==> config.mk <==
export PLATFORM = sky130hd
export DESIGN_NAME = mem_access_unit_flat
export DESIGN_NICKNAME = d
export VERILOG_FILES = /design/src/rtl/mem_access_unit_if.sv /design/src/rtl/mem_access_unit.sv /design/src/flat_wrapper.sv
export SDC_FILE = /design/constraint.sdc
export NUM_CORES = 1
export LEC_CHECK = 0
export CELL_PAD_IN_SITES_DETAIL_PLACEMENT = 0
export CELL_PAD_IN_SITES_GLOBAL_PLACEMENT = 1
export CORE_MARGIN = 4
export CORE_UTILIZATION = 36
export CTS_BUF_LIST = sky130_fd_sc_hd__clkbuf_16
export CTS_CLUSTER_DIAMETER = 40
export CTS_CLUSTER_SIZE = 30
export DETAILED_ROUTE_END_ITERATION = 7
export PLACE_DENSITY = 0.92
export SLEW_MARGIN = 20
export SYNTH_ARGS = -nofsm -noshare
export SYNTH_HDL_FRONTEND = slang
export SYNTH_SLANG_ARGS = --single-unit
==> constraint.sdc <==
create_clock -name clk -period 2.67 [get_ports clk]
set_clock_uncertainty 0.1 [all_clocks]
set_input_delay 0.801 -clock clk [delete_from_list [all_inputs] [get_ports clk]]
set_output_delay 0.801 -clock clk [all_outputs]
set_load 0.02 [all_outputs]
==> src/rtl/mem_access_unit_if.sv <==
// Data-bus port bundle between the memory-access stage (master) and memory (slave).
interface mem_access_unit_if #(
  parameter int XLEN = 32
);
  logic              req_valid;
  logic              req_ready;
  logic [XLEN-1:0]   addr;
  logic              we;
  logic [XLEN/8-1:0] wstrb;
  logic [XLEN-1:0]   wdata;
  logic              rsp_valid;
  logic              rsp_err;
  logic [XLEN-1:0]   rdata;

  modport master (
    output req_valid, addr, we, wstrb, wdata,
    input  req_ready, rsp_valid, rsp_err, rdata
  );

  modport slave (
    input  req_valid, addr, we, wstrb, wdata,
    output req_ready, rsp_valid, rsp_err, rdata
  );
endinterface

==> src/rtl/mem_access_unit.sv <==
// EX->WB memory-access stage: one op at a time, valid/ready data bus, load extension,
// misalignment/access-fault exceptions, forwarding and load-in-flight hazard info.
module mem_access_unit #(
  parameter int XLEN          = 32,
  parameter int RF_ADDR_WIDTH = 5,
  parameter int LANE_W        = $clog2(XLEN/8)
) (
  input  logic                     clk,
  input  logic                     rst_n,
  input  logic                     ex_valid_i,
  output logic                     ex_ready_o,
  input  logic [XLEN-1:0]          ex_pc_i,
  input  logic [31:0]              ex_inst_i,
  input  logic                     ex_is_load_i,
  input  logic                     ex_is_store_i,
  input  logic                     ex_unsigned_i,
  input  logic [1:0]               ex_size_i,
  input  logic [XLEN-1:0]          ex_addr_i,
  input  logic [XLEN-1:0]          ex_sdata_i,
  input  logic [XLEN-1:0]          ex_alu_res_i,
  input  logic                     ex_req_rf_i,
  input  logic [RF_ADDR_WIDTH-1:0] ex_rf_waddr_i,
  input  logic                     ex_exp_i,
  input  logic [3:0]               ex_exp_cause_i,
  input  logic                     flush_i,
  mem_access_unit_if.master        bus,
  output logic                     wb_valid_o,
  output logic [XLEN-1:0]          wb_pc_o,
  output logic [31:0]              wb_inst_o,
  output logic                     wb_req_rf_o,
  output logic [RF_ADDR_WIDTH-1:0] wb_rf_waddr_o,
  output logic [XLEN-1:0]          wb_data_o,
  output logic                     wb_exp_o,
  output logic [3:0]               wb_exp_cause_o,
  output logic                     fw_valid_o,
  output logic [RF_ADDR_WIDTH-1:0] fw_rd_addr_o,
  output logic [XLEN-1:0]          fw_data_o,
  output logic                     ld_busy_o,
  output logic [RF_ADDR_WIDTH-1:0] ld_rd_o
);
  localparam int NB = XLEN/8;

  typedef enum logic [1:0] {IDLE, REQ, RESP, DRAIN} state_t;
  state_t state;

  logic [XLEN-1:0]          op_pc, op_alu;
  logic [31:0]              op_inst;
  logic                     op_load, op_uns, op_req_rf;
  logic [1:0]               op_size;
  logic [LANE_W-1:0]        op_lane;
  logic [RF_ADDR_WIDTH-1:0] op_rd;

  logic              req_valid_q, we_q;
  logic [XLEN-1:0]   addr_q, wdata_q;
  logic [NB-1:0]     wstrb_q;

  logic              is_mem, misal;
  logic [LANE_W-1:0] lane, lane_mask;
  logic [NB-1:0]     strb;
  logic [XLEN-1:0]   wdata_rep;

  // Shift the addressed lane down, then mask and sign/zero-fill above the field.
  function automatic logic [XLEN-1:0] extract(input logic [XLEN-1:0] rdata,
                                              input logic [LANE_W-1:0] ln,
                                              input logic [1:0] sz,
                                              input logic uns);
    logic [XLEN-1:0] s, mask;
    logic            sgn;
    s = rdata >> {ln, 3'b000};
    case (sz)
      2'd0:    mask = XLEN'(64'hFF);
      2'd1:    mask = XLEN'(64'hFFFF);
      2'd2:    mask = XLEN'(64'hFFFF_FFFF);
      default: mask = '1;
    endcase
    sgn = ~uns & (|(s & (mask ^ (mask >> 1))));
    return sgn ? (s | ~mask) : (s & mask);
  endfunction

  always_comb begin
    lane   = ex_addr_i[LANE_W-1:0];
    is_mem = ex_is_load_i | ex_is_store_i;
    case (ex_size_i)
      2'd0: begin lane_mask = '0;              strb = NB'(8'h01); wdata_rep = {NB{ex_sdata_i[7:0]}}; end
      2'd1: begin lane_mask = LANE_W'(3'd1);   strb = NB'(8'h03); wdata_rep = {(NB/2){ex_sdata_i[15:0]}}; end
      2'd2: begin lane_mask = LANE_W'(3'd3);   strb = NB'(8'h0F); wdata_rep = {(NB/4){ex_sdata_i[31:0]}}; end
      default: begin lane_mask = LANE_W'(3'd7); strb = NB'(8'hFF); wdata_rep = ex_sdata_i; end
    endcase
    strb  = strb << lane;
    misal = (|(lane & lane_mask)) || (XLEN == 32 && ex_size_i == 2'd3);
  end

  assign ex_ready_o    = (state == IDLE);
  assign bus.req_valid = req_valid_q;
  assign bus.addr      = addr_q;
  assign bus.we        = we_q;
  assign bus.wstrb     = wstrb_q;
  assign bus.wdata     = wdata_q;
  assign fw_valid_o    = wb_valid_o & wb_req_rf_o;
  assign fw_rd_addr_o  = wb_rf_waddr_o;
  assign fw_data_o     = wb_data_o;
  assign ld_busy_o     = op_load && (state == REQ || state == RESP);
  assign ld_rd_o       = ld_busy_o ? op_rd : '0;

  always_ff @(posedge clk or negedge rst_n) begin
    if (!rst_n) begin
      state <= IDLE;
      op_pc <= '0; op_alu <= '0; op_inst <= '0; op_load <= 1'b0; op_uns <= 1'b0;
      op_req_rf <= 1'b0; op_size <= '0; op_lane <= '0; op_rd <= '0;
      req_valid_q <= 1'b0; we_q <= 1'b0; addr_q <= '0; wdata_q <= '0; wstrb_q <= '0;
      wb_valid_o <= 1'b0; wb_pc_o <= '0; wb_inst_o <= '0; wb_req_rf_o <= 1'b0;
      wb_rf_waddr_o <= '0; wb_data_o <= '0; wb_exp_o <= 1'b0; wb_exp_cause_o <= '0;
    end else begin
      wb_valid_o <= 1'b0;
      case (state)
        IDLE: if (ex_valid_i && !flush_i) begin
          if (!is_mem || ex_exp_i || misal) begin
            wb_valid_o     <= 1'b1;
            wb_pc_o        <= ex_pc_i;
            wb_inst_o      <= ex_inst_i;
            wb_rf_waddr_o  <= ex_rf_waddr_i;
            wb_data_o      <= ex_alu_res_i;
            wb_exp_o       <= ex_exp_i | (is_mem & misal);
            wb_exp_cause_o <= ex_exp_i ? ex_exp_cause_i :
                              (is_mem & misal) ? (ex_is_load_i ? 4'd4 : 4'd6) : 4'd0;
            wb_req_rf_o    <= ex_req_rf_i & ~ex_exp_i & ~(is_mem & misal) & ~ex_is_store_i;
          end else begin
            op_pc       <= ex_pc_i;
            op_inst     <= ex_inst_i;
            op_alu      <= ex_alu_res_i;
            op_load     <= ex_is_load_i;
            op_uns      <= ex_unsigned_i;
            op_req_rf   <= ex_req_rf_i & ~ex_is_store_i & ex_is_load_i;
            op_size     <= ex_size_i;
            op_lane     <= lane;
            op_rd       <= ex_rf_waddr_i;
            req_valid_q <= 1'b1;
            addr_q      <= {ex_addr_i[XLEN-1:LANE_W], {LANE_W{1'b0}}};
            we_q        <= ~ex_is_load_i;
            wstrb_q     <= ex_is_load_i ? '0 : strb;
            wdata_q     <= ex_is_load_i ? '0 : wdata_rep;
            state       <= REQ;
          end
        end
        // A flush that coincides with the handshake must still absorb the response.
        REQ: if (bus.req_ready) begin
          req_valid_q <= 1'b0;
          state       <= flush_i ? DRAIN : RESP;
        end else if (flush_i) begin
          req_valid_q <= 1'b0;
          state       <= IDLE;
        end
        RESP: if (flush_i) begin
          state <= bus.rsp_valid ? IDLE : DRAIN;
        end else if (bus.rsp_valid) begin
          wb_valid_o     <= 1'b1;
          wb_pc_o        <= op_pc;
          wb_inst_o      <= op_inst;
          wb_rf_waddr_o  <= op_rd;
          wb_data_o      <= op_load ? extract(bus.rdata, op_lane, op_size, op_uns) : op_alu;
          wb_exp_o       <= bus.rsp_err;
          wb_exp_cause_o <= bus.rsp_err ? (op_load ? 4'd5 : 4'd7) : 4'd0;
          wb_req_rf_o    <= op_req_rf & ~bus.rsp_err;
          state          <= IDLE;
        end
        DRAIN: if (bus.rsp_valid) state <= IDLE;
        default: state <= IDLE;
      endcase
    end
  end
endmodule

==> src/flat_wrapper.sv <==
// flat-port wrapper written by rule: the top's interface ports become plain ports
module mem_access_unit_flat 
#(
  parameter int XLEN          = 32,
  parameter int RF_ADDR_WIDTH = 5,
  parameter int LANE_W        = $clog2(XLEN/8)
)
  (clk, rst_n, ex_valid_i, ex_ready_o, ex_pc_i, ex_inst_i, ex_is_load_i, ex_is_store_i, ex_unsigned_i, ex_size_i, ex_addr_i, ex_sdata_i, ex_alu_res_i, ex_req_rf_i, ex_rf_waddr_i, ex_exp_i, ex_exp_cause_i, flush_i, wb_valid_o, wb_pc_o, wb_inst_o, wb_req_rf_o, wb_rf_waddr_o, wb_data_o, wb_exp_o, wb_exp_cause_o, fw_valid_o, fw_rd_addr_o, fw_data_o, ld_busy_o, ld_rd_o, bus_req_valid, bus_addr, bus_we, bus_wstrb, bus_wdata, bus_req_ready, bus_rsp_valid, bus_rsp_err, bus_rdata);
  mem_access_unit_if #(.XLEN(XLEN)) bus_i ();
  input  logic clk;
  input  logic rst_n;
  input  logic ex_valid_i;
  output logic ex_ready_o;
  input  logic [XLEN-1:0] ex_pc_i;
  input  logic [31:0] ex_inst_i;
  input  logic ex_is_load_i;
  input  logic ex_is_store_i;
  input  logic ex_unsigned_i;
  input  logic [1:0] ex_size_i;
  input  logic [XLEN-1:0] ex_addr_i;
  input  logic [XLEN-1:0] ex_sdata_i;
  input  logic [XLEN-1:0] ex_alu_res_i;
  input  logic ex_req_rf_i;
  input  logic [RF_ADDR_WIDTH-1:0] ex_rf_waddr_i;
  input  logic ex_exp_i;
  input  logic [3:0] ex_exp_cause_i;
  input  logic flush_i;
  output logic wb_valid_o;
  output logic [XLEN-1:0] wb_pc_o;
  output logic [31:0] wb_inst_o;
  output logic wb_req_rf_o;
  output logic [RF_ADDR_WIDTH-1:0] wb_rf_waddr_o;
  output logic [XLEN-1:0] wb_data_o;
  output logic wb_exp_o;
  output logic [3:0] wb_exp_cause_o;
  output logic fw_valid_o;
  output logic [RF_ADDR_WIDTH-1:0] fw_rd_addr_o;
  output logic [XLEN-1:0] fw_data_o;
  output logic ld_busy_o;
  output logic [RF_ADDR_WIDTH-1:0] ld_rd_o;
  output wire logic [$bits(bus_i.req_valid)-1:0] bus_req_valid;
  output wire logic [$bits(bus_i.addr)-1:0] bus_addr;
  output wire logic [$bits(bus_i.we)-1:0] bus_we;
  output wire logic [$bits(bus_i.wstrb)-1:0] bus_wstrb;
  output wire logic [$bits(bus_i.wdata)-1:0] bus_wdata;
  input wire logic [$bits(bus_i.req_ready)-1:0] bus_req_ready;
  input wire logic [$bits(bus_i.rsp_valid)-1:0] bus_rsp_valid;
  input wire logic [$bits(bus_i.rsp_err)-1:0] bus_rsp_err;
  input wire logic [$bits(bus_i.rdata)-1:0] bus_rdata;
  assign bus_req_valid = bus_i.req_valid;
  assign bus_addr = bus_i.addr;
  assign bus_we = bus_i.we;
  assign bus_wstrb = bus_i.wstrb;
  assign bus_wdata = bus_i.wdata;
  assign bus_i.req_ready = bus_req_ready;
  assign bus_i.rsp_valid = bus_rsp_valid;
  assign bus_i.rsp_err = bus_rsp_err;
  assign bus_i.rdata = bus_rdata;
  mem_access_unit #(.XLEN(XLEN), .RF_ADDR_WIDTH(RF_ADDR_WIDTH), .LANE_W(LANE_W)) u_core (.clk(clk), .rst_n(rst_n), .ex_valid_i(ex_valid_i), .ex_ready_o(ex_ready_o), .ex_pc_i(ex_pc_i), .ex_inst_i(ex_inst_i), .ex_is_load_i(ex_is_load_i), .ex_is_store_i(ex_is_store_i), .ex_unsigned_i(ex_unsigned_i), .ex_size_i(ex_size_i), .ex_addr_i(ex_addr_i), .ex_sdata_i(ex_sdata_i), .ex_alu_res_i(ex_alu_res_i), .ex_req_rf_i(ex_req_rf_i), .ex_rf_waddr_i(ex_rf_waddr_i), .ex_exp_i(ex_exp_i), .ex_exp_cause_i(ex_exp_cause_i), .flush_i(flush_i), .bus(bus_i), .wb_valid_o(wb_valid_o), .wb_pc_o(wb_pc_o), .wb_inst_o(wb_inst_o), .wb_req_rf_o(wb_req_rf_o), .wb_rf_waddr_o(wb_rf_waddr_o), .wb_data_o(wb_data_o), .wb_exp_o(wb_exp_o), .wb_exp_cause_o(wb_exp_cause_o), .fw_valid_o(fw_valid_o), .fw_rd_addr_o(fw_rd_addr_o), .fw_data_o(fw_data_o), .ld_busy_o(ld_busy_o), .ld_rd_o(ld_rd_o));
endmodule
==> summary.md, run 1 <==
| Metric | Value |
|---|---|
| Sequential area share after synthesis | a little over half |
| Layout Cells excl Fill | approximately 2.2k |
| Syn. warnings | 0 |
| Initial Util | a little under two fifths |
| Final min period | 2.621 ns |
| Gr usage total | between 20% and 30% |
| Final nets | ~1.8k |
| Hold WC Path Type | primary input to asynchronous set/reset pin |
| Layout cells sized above 1 | 15.76% |
| Num rows | 70 |
| Largest net degree at the start of global routing | just over 90 |
| Asr flop ratio synth | 100.0% |
| Drt first-iter violations | approximately 500 |
| Leak | around 9.0 nW |
| Via density | 5.084 |
| Relative slew slack | 38.97% |
| Final HPWL DP | 32.05 mm |
| Crit path DAT | about 1.7 ns |
| Critical path class | flop to output pin |
| Number of port buffers | about 440 |
| DR WL met2 | about 22 mm |
| Top layer in use | met5 |
| Fill count | 3128 |
| Final hold slack | between 0.15 and 0.2 ns |
| Number of global-route vias before repair | ~12k |
| Top-area cell type share of the netlist area | 52.55% |
| RePlAce Congestion | a little over 0.9 |
| CP startpoint | u_core.state[0] |
| Top cell by count, worst path | buf_4 |
| Clk slew on worst S/H paths | about 0.05 ns |
| CP cell instances | inv_2 > ha_4 > buf_4 > and3_1 > buf_4 |
| R2R Path Start | u_core.state[0] |
| CTS tree | yes |
| Total gr overflow | 0 |
| Worst-Margin Slew | approximately 0.9 ns |
| Commonest cells post-synth | dfrtp_1, nand2_1, mux2i_1 |
| Initial antenna violation count | 3 |
| Worst Setup End Kind | output pin |
| Cell type with the highest aggregate area in the netlist | dfrtp_1 |
| Placed cells | between 2k and 2.5k |
| Final setup violation count | 0 |
| EDFF count, synth | 0 |
| Register area | 7158 um^2 |
| P&R area growth vs syn | 48.70% |
| Top_reg_cell synth | dfrtp_1 |
| Fmax | 381.5 MHz |
| Synth Instances | 1185 |
| H-tree levels | 2 |
| First-pass GRT wire length | about 70 mm |
| Clock latency on the worst-skew pair | roughly 0.54 ns |
| Ports | roughly 440 |
| Routed WL | 44.17 mm |
| First-pass iteration count of the detailed router | 5 |
| Core Box Area | roughly 37000 um^2 |
| Root Driver | clkbuf_16 |
| Die height | approximately 200 um |
| Antenna Nets Post-Route | 0 |
| Max Cap Viol | 0 |
| Routed wire length on met3 | 3.327 mm |
| Worst IR Drop VDD | 0.0006716 V |
| Tcrit/Tclk final | between 90 and 100% |
| Critical path required time | approximately 1.8 ns |
| Die ar. | a little over 40000 um^2 |
| Slowest stage delay, CP | between 0.3 and 0.4 ns |
| DR vias | approximately 11k |
| Die Wd | slightly above 200 um |
| CP max-delay cell | dfrtp_1 |
| # clock sinks | approximately 290 |
| Final hold viol count | 0 |
| Slew Viols, Final | 0 |
| Mean Syn Cell Area | ~11 um^2 |
| Top cells by area, synth | dfrtp_1, mux2_4, mux2i_1 |
| Routed length per instance | between 20 and 25 um |
| Count of cell types in the netlist | 53 |
| Yosys reg bits | approximately 290 |
| Pwr dens | roughly 1200 nW/um^2 |
| CP Max Fanout | 5 |
| Count leader, synth | dfrtp_1 |
| Clock Path Buffers | 3 |
| Area of the multi-input gates | around 5700 um^2 |
| Status | completed |
| M1 wire length | about 17 mm |
| Post-route DRC | 0 |
| Num CTS Buffers | between 40 and 50 |
| Mapped Area | 13620 um^2 |
| Setup crit start kind | flop |
==> kinds of logic (layout without fill, tap and decap cells) <==
| logic type | after synthesis | in the layout | synth area share, % |
|---|---|---|---|
| adders and majority gates | 4 | 4 | 0.3675 |
| other | 1 | 4 | 0.02754 |
| AOI/OAI and AO/OA | 257 | 257 | 11.91 |
| xor gates and xnor gates | 1 | 1 | 0.06433 |
| muxes | 247 | 247 | 21.69 |
| and+or+nand+nor | 251 | 251 | 7.773 |
| DFF | 286 | 286 | 52.55 |
| buffers and inverters | 138 | 608 | 5.614 |
==> layout make-up <==
class                           count  share of cell area (%)
Clock buffer                       49                   6.055
Antenna cell                        2                 0.02472
Tap cell                          504                   3.114
Clock inverter                     36                   1.860
Multi-Input combinational cell    762                   28.34
Sequential cell                   286                   35.35
Timing Repair Buffer              509                   24.99
Inverter                           14                  0.2595
==> metal layers <==
layer / vias up / track usage, %
li1: 5032 / -
met1: 5372 / 24.54
met2: 477 / 35.97
met3: 109 / 5.702
met4: 2 / 8.511
met5: - / 0
==> repair_timing <==
action / CTS / global route
hold buffers: 0 / 0
endpoints found under the setup margin: 7 / 19
setup buffers: 0 / 3
gates resized for setup: 29 / 5
==> final timing paths <==
check	cells after the start	slack [ns]	to
max	5	0.05	ld_rd_o[2]
min	1	0.15	u_core.bus.addr[31]
max reg2reg	10	0.25	u_core.fw_data_o[10]
min reg2reg	2	0.38	u_core.wb_exp_cause_o[2]
max in group asynchronous	2	1.61	u_core.op_pc[12]
min in group clk	2	0.38	u_core.wb_exp_cause_o[2]
==> state kept, by name (all words and copies together) (netlist names) <==
name and cells:
u_core.bus.addr 30, u_core.wb_exp_cause_o 4, u_core.wb_exp_o 1, u_core.op_uns 1, u_core.bus.wdata 32, u_core.wb_inst_o 32, u_core.op_load 1, u_core.op_inst 32
u_core.wb_pc_o 32, u_core.op_rd 5, u_core.op_pc 32, u_core.state 2, u_core.op_alu 32, u_core.fw_rd_addr_o 5, u_core.wb_req_rf_o 1, u_core.op_req_rf 1
u_core.op_lane 2, u_core.bus.we 1, u_core.bus.wstrb 4, u_core.op_size 2, u_core.fw_data_o 32, u_core.bus.req_valid 1, u_core.wb_valid_o 1
==> per-stage QoR <==
stage / util, % / total power, mW / TNS (ns) / worst slack (ns) / area (um^2)
after floorplan: - / 13.09 / 0 / 0.1338 / 13620
after global placement: 50.35 / 17.55 / -90.69 / -0.4620 / 18610
after detailed placement: 50.35 / 17.85 / -94.31 / -0.5188 / 18610
after CTS: 54.64 / 24.15 / 0 / 0.01234 / 20190
after global routing: 54.79 / 25.23 / -0.009198 / -0.007509 / 20250
final: 54.79 / 23.96 / 0 / 0.04907 / 20250
==> worst max-delay path: cells and delay by family, from the launching register on <==
family / cells / cell delay, ns
buffers and inverters: 3 / 0.40
flip-flops: 1 / 0.39
adder cells (fa/ha/maj): 1 / 0.22
AND/OR/NAND/NOR: 1 / 0.18
==> cells in the final DEF, fill, tap and decap left out, types with 5 or more instances in the layout <==
cell,Yosys,layout
dfrtp_1,286,285
mux2_4,80,80
bufinv_16,0,6
o21ai_0,84,84
clkbuf_16,0,49
a211o_1,8,8
o31ai_1,28,28
a221o_1,15,15
clkinvlp_4,0,5
clkdlybuf4s50_1,0,427
nor2b_1,15,15
and3_1,7,7
buf_12,0,13
inv_1,14,15
a221oi_1,7,7
o21ai_1,41,41
nand2_1,167,167
clkinv_1,0,5
mux2_1,56,56
a211oi_1,17,17
nor2_1,43,43
inv_6,0,6
clkinv_2,0,6
mux2_2,9,9
mux2i_1,102,102
buf_4,39,62
a21oi_1,26,26
a31oi_1,10,10
==> power by group <==
group	internal, mW	switching [mW]	total, mW	leakage, nW
Clock	3.94	2.19	6.13	0.786
Sequential	6.28	1.35	7.63	3.61
Combinational	5.12	5.08	10.2	4.57
Power figures use the tool's default switching activity.
==> inputs of run 2 (changes only) <==
==> constraint.sdc (replaced) <==
create_clock -name clk -period 2.67 [get_ports clk]
set_clock_uncertainty 0.1 [all_clocks]
set_input_delay 0.4005 -clock clk [delete_from_list [all_inputs] [get_ports clk]]
set_output_delay 0.4005 -clock clk [all_outputs]
set_load 0.02 [all_outputs]
==> run 2 against run 1 <==
Net effect: design area down 1.3%; critical endpoint is now ld_rd_o[3]; sequential share of layout area is 0.46 points higher; critical path type unchanged; largest power group unchanged; utilization shrank 0.70 points.
==> summary.md, run 2 (synthesis gave the netlist of run 1 again) <==
| Metric | Value |
|---|---|
| Status | completed |
| Tcrit/Tclk final | 96.14% (-2.0 points) |
| RSZ-0062 raised after global routing | false |
| Routed WL | 43.42 mm (-1.7%) |
| Post-route DRC | 0 (unchanged) |
| Leak | 8.819 nW (-1.7%) |
| RePlAce Congestion | 0.8915 (-1.5%) |
| Worst Setup End Kind | output pin |
| Leading cell types in the layout, fill and taps excluded | clkdlybuf4s50_1, dfrtp_1, nand2_1 |
| First-pass GRT wire length | 67.10 mm (-1.5%) |
| Number of port buffers | 435 (unchanged) |
| Final hold viol count | 0 (unchanged) |
| Commonest non-fill, non-tap cell in the layout | clkdlybuf4s50_1 |
| Num rows | 70 (unchanged) |
| Num CTS Buffers | 45 (-2.2%) |
| CP cell instances | inv_1 > ha_2 > and3_1 > dlygate4sd2_1 |
| Worst IR Drop VDD | 0.0007954 V (+18%) |
| Pre-CTS setup slack | -0.1317 ns (+0.3871 ns) |
| Clock latency on the worst-skew pair | 0.54 ns (about the same) |
| Initial Util | 36.84% (unchanged) |
| Overall Power | 23.57 mW (-1.6%) |
| Setup Buffers After CTS | 0 (unchanged) |
| # clock sinks | 286 (unchanged) |
| Crit path DAT | 2.07 ns (+0.35 ns) |
| CP Max Fanout | 6 (+1) |
| Slowest stage delay, CP | 0.44 ns (+0.05 ns) |
| CTS tree | yes |
| Hold WC Path Type | primary input to asynchronous set/reset pin |
| Placed cells | 2048 (-1.2%) |
| Ports | 438 (unchanged) |
| Critical path class | flop to output pin |
| CP max-delay cell | ha_2 |
| Clock Path Buffers | 3 (unchanged) |
| Routed length per instance | 20.35 um (-0.40%) |
| Final min period | 2.567 ns (-0.05411 ns) |
| Layout Cells excl Fill | 2134 (-1.3%) |
| Max Cap Viol | 0 (unchanged) |
| Core Box Area | 36960 um^2 (unchanged) |
| Layout cells sized above 1 | 13.93% (-1.8 points) |
| Total gr overflow | 0 (unchanged) |
| Pwr dens | 1179 nW/um^2 (-0.34%) |
| DR vias | 10.90k (-0.85%) |
| Setup crit start kind | flop |
| Layout Utilization | 54.09% (-0.70 points) |
| Die ar. | 41000 um^2 (unchanged) |
| Placement-stage cell area | 18430 um^2 (-0.97%) |
| Final hold slack | 0.2226 ns (+0.07214 ns) |
| First-pass iteration count of the detailed router | 5 (unchanged) |
| Root Driver | clkbuf_16 |
| Final setup margin | 0.1032 ns (+0.05411 ns) |
| Final nets | 1811 (-1.5%) |
| Setup TNS | 0 ns (unchanged) |
| Relative slew slack | 30.07% (-8.9 points) |
| Clk slew on worst S/H paths | 0.05 ns (about the same) |
| Fin area | 19990 um^2 (-1.3%) |
| Largest net degree at the start of global routing | 70 (-25%) |
| Drt first-iter violations | 447 (-8.8%) |
| Slew Viols, Final | 0 (unchanged) |
| Via density | 5.107 (+0.45%) |
| Antenna Nets Post-Route | 0 (unchanged) |
| Die Wd | 202.5 um (unchanged) |
| Number of global-route vias before repair | 11.52k (-2.0%) |
| Final setup violation count | 0 (unchanged) |
| Fmax | 389.6 MHz (+2.1%) |
| Initial antenna violation count | 2 (-1) |
| Die height | 202.5 um (unchanged) |
| Critical path required time | 2.17 ns (+0.40 ns) |
| Final HPWL DP | 31.38 mm (-2.1%) |
| P&R area growth vs syn | 46.79% |
| Worst-Margin Slew | 1.045 ns (+0.1325 ns) |
| Gr usage total | 20.61% (-0.19 points) |
| H-tree levels | 2 (unchanged) |
[run 2: cell count changes in the layout (fill, tap and decap cells not counted), moves of 3 or more]
cell and change:
buf_2 -3, dlygate4sd2_1 +4, buf_4 -27, inv_8 +3
[run 2: worst max-delay path, delay by kind of cell, from the launching register on]
kind          cells  cell delay (ns)
buf+inv           2             0.48
flops             1             0.42
fa+ha+maj         1             0.44
simple gates      1             0.19
[run 2: final cells by class]
type,count,area [um^2]
tap,504,630.6
inverter,14,52.55
fill,3132,16970
timing repair buffer,483,4866
sequential,286,7159
multi-input combinational,762,5729
antenna,1,2.502
clock buffer,47,1176
clock inverter,37,374.1
[run 2: power by group]
part / leakage (nW) / internal, mW / switching [mW] / total (mW)
Clock: 0.755 / 3.74 / 2.24 / 5.97
Combinational: 4.45 / 4.96 / 5.02 / 9.98
Sequential: 3.61 / 6.28 / 1.34 / 7.62
Total: 8.82 / 15.0 / 8.59 / 23.6
[run 2: final timing paths]
path | start | to | slack, ns | cells past startpoint
worst max-delay path | u_core.state[0] | ld_rd_o[3] | 0.10 | 4
worst min-delay path | rst_n | u_core.bus.addr[31] | 0.22 | 2
worst max register to register | u_core.state[0] | u_core.fw_data_o[10] | 0.14 | 7
worst min register to register | u_core.wb_pc_o[21] | u_core.wb_pc_o[21] | 0.37 | 2
max in group asynchronous | rst_n | u_core.bus.wdata[19] | 1.45 | 4
min in group clk | ex_exp_cause_i[3] | u_core.wb_exp_cause_o[3] | 0.32 | 3
[run 2: per-layer routing]
| layer | share of wire [%] | global-route usage (%) | vias up |
|---|---|---|---|
| met1 | 39 | 24.94 | 5366 |
| li1 | - | - | 4972 |
| met4 | 4.1 | 8.632 | 2 |
| met2 | 49 | 34.90 | 452 |
| met3 | 7.7 | 5.558 | 107 |
| met5 | 0.030 | 0 | - |
[run 2: what timing repair did]
action / CTS / global route
setup endpoints to repair: 6 / 6
hold buffers: 1 / 0
endpoints found under the hold margin: 81 / 0
resized for setup: 8 / 1
